### config.mk
export PLATFORM = sky130hd
export DESIGN_NAME = tcam_ctrl
export DESIGN_NICKNAME = d
export VERILOG_FILES = /design/src/rtl/tcam_ctrl.sv
export SDC_FILE = /design/constraint.sdc
export NUM_CORES = 1
export LEC_CHECK = 0
export BUFFER_PORTS_ARGS = -buffer_cell sky130_fd_sc_hd__buf_2
export CAP_MARGIN = 20
export CORE_MARGIN = 2
export CORE_UTILIZATION = 50
export CTS_CLUSTER_SIZE = 10
export DETAILED_ROUTE_END_ITERATION = 10
export PLACE_DENSITY_LB_ADDON = 0.25
export SLEW_MARGIN = 20
export SYNTH_ARGS = -nofsm -noshare
export SYNTH_HDL_FRONTEND = slang
export SYNTH_SLANG_ARGS = --single-unit
### constraint.sdc
create_clock -name clk -period 5.66 [get_ports clk]
set_input_delay 1.132 -clock clk [delete_from_list [all_inputs] [get_ports clk]]
set_output_delay 1.132 -clock clk [all_outputs]
set_load 0.02 [all_outputs]
### src/rtl/tcam_ctrl.sv
// TCAM command controller: searches, writes and invalidates a 16-entry external TCAM,
// keeping a per-entry valid mask so stale entries never report a hit.
module tcam_ctrl (
    input  logic        clk,
    input  logic        rst,
    input  logic        cmd_valid,
    output logic        cmd_ready,
    input  logic [1:0]  cmd_op,
    input  logic [3:0]  cmd_addr,
    input  logic [15:0] cmd_key,
    input  logic [15:0] cmd_mask,
    output logic [3:0]  cam_wraddr,
    output logic [15:0] cam_value,
    output logic [15:0] cam_value2,
    output logic        cam_wr,
    input  logic [15:0] cam_match,
    output logic        rsp_valid,
    input  logic        rsp_ready,
    output logic        rsp_hit,
    output logic [3:0]  rsp_index,
    output logic        rsp_multi,
    output logic [4:0]  rsp_count
);

    localparam logic [1:0] OP_SEARCH  = 2'b00;
    localparam logic [1:0] OP_WRITE   = 2'b01;
    localparam logic [1:0] OP_INV     = 2'b10;
    localparam logic [1:0] OP_INV_ALL = 2'b11;

    typedef enum logic [1:0] {
        S_IDLE   = 2'b00,
        S_WRITE  = 2'b01,
        S_SEARCH = 2'b10,
        S_RESP   = 2'b11
    } state_t;

    state_t      r_state;
    state_t      w_next;
    logic        w_accept;
    logic [15:0] r_entry_valid;
    logic [3:0]  r_cam_wraddr;
    logic [15:0] r_cam_value;
    logic [15:0] r_cam_value2;
    logic        r_rsp_hit;
    logic [3:0]  r_rsp_index;
    logic        r_rsp_multi;
    logic [4:0]  r_rsp_count;
    logic [15:0] w_hits;
    logic [3:0]  w_low;
    logic [4:0]  w_count;

    // Handshakes: a transfer happens on a rising edge where valid and ready are both 1;
    // cmd_valid/rsp_ready may change freely while the partner's signal is low.
    assign cmd_ready = (r_state == S_IDLE) && !rst;
    assign w_accept  = cmd_valid && cmd_ready;

    always_comb begin
        w_next = r_state;
        case (r_state)
            S_IDLE: begin
                if (w_accept && cmd_op == OP_SEARCH) begin
                    w_next = S_SEARCH;
                end else if (w_accept && cmd_op == OP_WRITE) begin
                    w_next = S_WRITE;
                end
            end
            S_WRITE:  w_next = S_IDLE;
            S_SEARCH: w_next = S_RESP;
            S_RESP: begin
                if (rsp_ready) begin
                    w_next = S_IDLE;
                end
            end
            default:  w_next = S_IDLE;
        endcase
    end

    always_ff @(posedge clk) begin
        if (rst) begin
            r_state <= S_IDLE;
        end else begin
            r_state <= w_next;
        end
    end

    // Only entries currently marked valid may contribute to a search result.
    assign w_hits = cam_match & r_entry_valid;

    always_comb begin
        w_low   = 4'd0;
        w_count = 5'd0;
        for (int i = 15; i >= 0; i--) begin
            if (w_hits[i]) begin
                w_low = 4'(i);
            end
        end
        for (int i = 0; i < 16; i++) begin
            w_count = w_count + 5'(w_hits[i]);
        end
    end

    always_ff @(posedge clk) begin
        if (rst) begin
            r_entry_valid <= 16'd0;
            r_cam_wraddr  <= 4'd0;
            r_cam_value   <= 16'd0;
            r_cam_value2  <= 16'd0;
            r_rsp_hit     <= 1'b0;
            r_rsp_index   <= 4'd0;
            r_rsp_multi   <= 1'b0;
            r_rsp_count   <= 5'd0;
        end else begin
            if (w_accept && cmd_op == OP_SEARCH) begin
                r_cam_value <= cmd_key;
            end
            if (w_accept && cmd_op == OP_WRITE) begin
                r_cam_wraddr <= cmd_addr;
                r_cam_value  <= cmd_key;
                r_cam_value2 <= cmd_mask;
            end
            if (w_accept && cmd_op == OP_INV) begin
                r_entry_valid[cmd_addr] <= 1'b0;
            end
            if (w_accept && cmd_op == OP_INV_ALL) begin
                r_entry_valid <= 16'd0;
            end
            // The write strobe is visible for the whole WRITE cycle; the entry turns valid as it closes.
            if (r_state == S_WRITE) begin
                r_entry_valid[r_cam_wraddr] <= 1'b1;
            end
            if (r_state == S_SEARCH) begin
                r_rsp_hit   <= |w_hits;
                r_rsp_index <= w_low;
                r_rsp_count <= w_count;
                r_rsp_multi <= (w_count > 5'd1);
            end
        end
    end

    assign cam_wr     = (r_state == S_WRITE);
    assign rsp_valid  = (r_state == S_RESP);
    assign cam_wraddr = r_cam_wraddr;
    assign cam_value  = r_cam_value;
    assign cam_value2 = r_cam_value2;
    assign rsp_hit    = r_rsp_hit;
    assign rsp_index  = r_rsp_index;
    assign rsp_multi  = r_rsp_multi;
    assign rsp_count  = r_rsp_count;

endmodule

* Word level (Yosys, flattened, before mapping) *
Cells that the tools add are included.

storage, ports and cells
  register bits after elaboration = 65
  bits in latches = 0
  bits in writable memories = 0
  ROM bits = 0
  input bits = 58
  output and inout port bits = 50
  memories = 0

cells by class
  add/subtract/negate cells = 15
  multipliers = 0
  div/mod/pow operators = 0
  order comparisons = 5
  equal/unequal tests = 8
  shift-type cells = 0
  mux-type cells = 30
  bitwise logic cells = 4
  reduce and logical (&&, ||, !) cells = 14

operators by type and width
  operator                                                                         count
  16-bit 2-to-1 mux                                                                6
  4-bit 2-to-1 mux                                                                 16
  5-bit by 1-bit adder with 5-bit output                                           11
  16-bit AND                                                                       2
  16-bit inverter                                                                  1
  16-bit OR                                                                        1
  16-bit OR reduction                                                              1
  4-bit by 5-bit < comparator with 1-bit output, second input constant             2
  1-bit demux with 4-bit select                                                    2
  2-bit == test, second input constant                                             4
  4-bit by 1-bit >= comparator with 1-bit output, second input constant            2
  1-bit logical AND                                                                8
  2-bit one-hot mux with 4 select lines                                            1
  2-bit 2-to-1 mux                                                                 3
  4-bit by 1-bit adder with 5-bit output                                           1
  5-bit by 1-bit greater-than comparator with 1-bit output, second input constant  1
  3-bit by 1-bit adder with 4-bit output                                           1
  2-bit by 1-bit == test with 1-bit output, second input constant                  2
  2-bit zero test                                                                  2
  2-bit by 1-bit adder with 3-bit output                                           1
  3-bit by 1-bit != test with 1-bit output, second input constant                  1
  1-bit by 1-bit adder with 2-bit output                                           1
  1-bit 2-to-1 mux                                                                 2
  2-bit by 1-bit != test with 1-bit output, second input constant                  1
  3 further kinds                                                                  3

* Longest topological paths before layout *
  depth after elaboration = 17
  gate-level depth with buffers = 15

* Least setup slack after synthesis *
Ideal clock, no wire load.

  path type = input to register
  from = input port cam_match[5]
  to = register r_rsp_multi, in the netlist rsp_multi
  library setup time = 0.117 ns
  data arrival time = 4.320 ns
  required time = 5.543 ns
  slack = 1.223 ns
  stages on the path = 13
  cell sequence = and2_1 fa_1 inv_1 fa_1 fa_1 fa_1 inv_1 ha_1 inv_1 fa_1 xor2_1 nand4_1 a22o_1

between the ends
  cells in the longest elaborated chain, start to end = 13

ends and longest elaborated chain
  what                                                      line  text
  start, declared                                           16    input logic [15:0] cam_match,
  16-bit AND                                                87    assign w_hits = cam_match & r_entry_valid;
  5-bit by 1-bit adder with 5-bit output (11 in series)     98    w_count = w_count + 5'(w_hits[i]);
  5-bit by 1-bit greater-than comparator with 1-bit output  135   r_rsp_multi <= (w_count > 5'd1);
  end signal, assigned                                      135
  end, declared                                             46    logic r_rsp_multi;

Every way passes these cells.
A chain may end at the register's enable or synchronous reset.

* Worst setup path after layout *
Same ends and word-level chain as after synthesis.

==> flow_metrics.tcl <==
set metrics [dict create \
    wl_mm 8.171 \
    cts.hold.buffers_added 0 \
    grt_max_degree 51 \
    cts_setup_buffers 0 \
    synth_warnings 0 \
    tightest_slew_ns 0.9399 \
    finClkSkew_ns 0.008150 \
    p_leak_nw 1.778 \
    num_antenna_cells 0 \
    start_util 0.5243 \
    drtAntennaViolNets 0 \
    max_cap_violations 0 \
    crit_chain "buf_2 -> and2_1 -> fa_1 -> inv_1 -> fa_1 -> fa_1 -> fa_1 -> inv_1 -> ha_1 -> inv_1 -> fa_1 -> xor2_1 -> nand4_1 -> a22o_1" \
    ctsHtreeMaxLevel 3 \
    cp.arrival_ns 4.60 \
    netlist_instances 373 \
    p_per_area_nw_per_um2 260.0 \
    min_path_type "register to register" \
    r2r-start "r_entry_valid[0]$_SDFF_PP0_" \
    synth_area_leader_cell "dfxtp_1" \
    cts_buffers 9 \
    numPortBuffers 107 \
    antenna_found_initial 0 \
    finalMaxSlewViolations 0 \
    critical_path_class "input pin to register" \
    cts_resized 0 \
    outcome "completed" \
    hp-start "rsp_index[2]$_SDFFE_PP0P_" \
    synth_top_area_frac 0.4119 \
    drive_above_1_share 0.2765 \
    final_net_count 550 \
    ys.flop_type "dfxtp_1" \
    wl_per_cell_um 14.70 \
    insertion_delay_ns 0.35 \
    fin_crit_sh 0.7708 \
    syn_area_um2 3159 \
    setup_viol 0 \
    finalSetupTns_ns 0 \
    final_cells 556 \
    cp-startpoint "cam_match[5]" \
    slowest_stage "fa_1" \
    period_needed_ns 4.363 \
    viasPerCell 5.397 \
    cts.sinks 65 \
    die_x_um 83.49 \
    critPathMaxFanout 3 \
    gr-total-overflow 0 \
    ys_seq_elements 65 \
    cp_data_required_time_ns 5.90 \
    critPathTopFamily "adder cells" \
    area_growth_pct 24.95 \
    die_y_um 83.49 \
    fmax_ghz 0.2292 \
    hold_depth 2 \
    synth_seq_area_share 0.4119 \
    grt_pass1_vias 2896 \
    irDropWorstVdd_mv 0.1873 \
    synth.distinct_cells 44 \
    synth_edf_count 0 \
    clockBufferDepth 2 \
    cp_num_cells 14 \
    cts_root_buf "clkbuf_8" \
    vias 3001 \
    die_area_um2 6971 \
    synth-async-reset-ratio 0 \
    critPathMaxStageDelay_ns 0.55 \
    relSlewSlack 0.3734 \
    start_kind "input pin" \
    reg2reg_depth 14 \
    drc 0 \
    synthTopCellsByArea "dfxtp_1 41%, nand2_1 13%, a21oi_1 6.7%, fa_1 6.3%, a32o_1 5.4%" \
    gr-usage-all-layers 0.2388 \
    rrSetupSlack_ns 1.85 \
    rows 28 \
    cp_common_cell "fa_1" \
    utilization 0.6551 \
    path_buf_inv 4 \
    rsz0062_at_grt "no" \
    syn_nets 447 \
    place_inst 540 \
    grt_pass1_wl_mm 13.46 \
    dr.pass1.iters 4 \
    globalplace.congestion 0.9564 \
    clkTransAtPathRegs_ns 0.07 \
    cp-end-kind "register" \
    drtIter0Drc 158 \
    ios 108 \
    dp_hpwl_mm 6.012 \
    syn_avg_cell_area_um2 8.470 \
    cts_tree "yes" \
    core_um2 6026 \
    hold_violations 0 \
]
-- Yosys cell counts, types with 2 or more instances --
cell type and n:
inv_1 20, nor2_1 10, nor2b_1 4, a22oi_1 4, clkbuf_1 7, nand3_1 6
a211oi_1 2, fa_1 10, nor3_1 5, buf_6 3, nor3_2 2, dfxtp_1 65
a21oi_1 42, nand4_1 2, and2_1 9, a21oi_2 2, o211ai_1 2, and3_1 3
nor4_4 3, a22o_1 5, a32o_1 17, nand2_1 110, nor3b_1 3, buf_2 3
nand2b_1 3, o21ai_0 8, ha_1 6
-- cell families (layout without fill, tap and decap cells) --
kind of cell | Yosys count | after routing | synth area share
adder cells (fa/ha/maj) | 16 | 16 | 0.08713
AO/OA/AOI/OAI | 88 | 88 | 0.1881
XOR/XNOR | 2 | 2 | 0.005546
AND/OR/NAND/NOR | 167 | 167 | 0.2562
buffers and inverters | 35 | 143 | 0.05109
flip-flops | 65 | 65 | 0.4119
-- per-layer routing --
layer | wire [um] | track usage
met5 | 0 | 0
met4 | 128 | 0.07185
met2 | 3954 | 0.3944
met1 | 3438 | 0.2879
met3 | 650 | 0.09496
-- cell usage in the layout (no fill, tap or decap), types with 2 or more instances in the layout --
master / count
a22oi_1: 4
nor2_1: 10
buf_2: 107
nor3_1: 5
and2_1: 9
nand2_1: 110
nand3_1: 6
a21oi_2: 2
nor3b_1: 3
inv_1: 20
a22o_1: 5
clkbuf_8: 12
dfxtp_1: 65
a21oi_1: 42
a32o_1: 17
o21ai_0: 8
nor2b_1: 4
ha_1: 6
o211ai_1: 2
fa_1: 10
nand4_1: 2
bufinv_16: 2
a211oi_1: 2
and3_1: 3
nand2b_1: 3
nor4_4: 3
-- sequential cells by signal (all words and copies together) (netlist names), 2 cells and up --
signal	flops
cam_wraddr	4
r_entry_valid	16
rsp_count	5
cam_value2	16
cam_value	16
r_state	2
rsp_index	4
-- power by group --
group,switching (mW),internal (mW),leakage (nW)
clock,0.184,0.284,0.123
combinational,0.0561,0.0309,1.13
sequential,0.00532,0.466,0.526
-- area by class of cell --
type                            instances  area [um2]
Clock buffer                           12       165.2
Multi-Input combinational cell        273        1703
Inverter                               20       75.07
Timing Repair Buffer                  107       535.5
Fill cell                             539        2078
Sequential cell                        65        1301
Clock inverter                          4       73.82
Tap cell                               75       93.84
-- worst register-to-register path: stages (launching register included) --
cell     delay (ns)
dfxtp_1        0.33
nand2_1        0.12
inv_1          0.09
fa_1           0.48
inv_1          0.06
fa_1           0.48
fa_1           0.55
fa_1           0.42
inv_1          0.06
ha_1           0.16
inv_1          0.05
fa_1           0.40
xor2_1         0.19
nand4_1        0.11
a22o_1         0.19
-- through the flow --
stage / power, mW / instance area [um2] / setup WS [ns] / hold slack, ns
floorplan: 0.5286 / 3159 / 1.223 / 0.4688
global placement: 0.5656 / 3702 / 1.013 / 0.4232
finish: 1.026 / 3948 / 1.297 / 0.4365
global route: 1.063 / 3948 / 1.152 / 0.4579
CTS: 1.033 / 3948 / 1.307 / 0.4395
detailed placement: 0.5684 / 3709 / 0.9594 / 0.4299
-- final timing paths --
kind / end
min: rsp_index[2]$_SDFFE_PP0P_
max reg2reg: rsp_multi$_SDFFE_PP0P_
min reg2reg: rsp_index[2]$_SDFFE_PP0P_
max: rsp_multi$_SDFFE_PP0P_
Power figures use the tool's default switching activity.
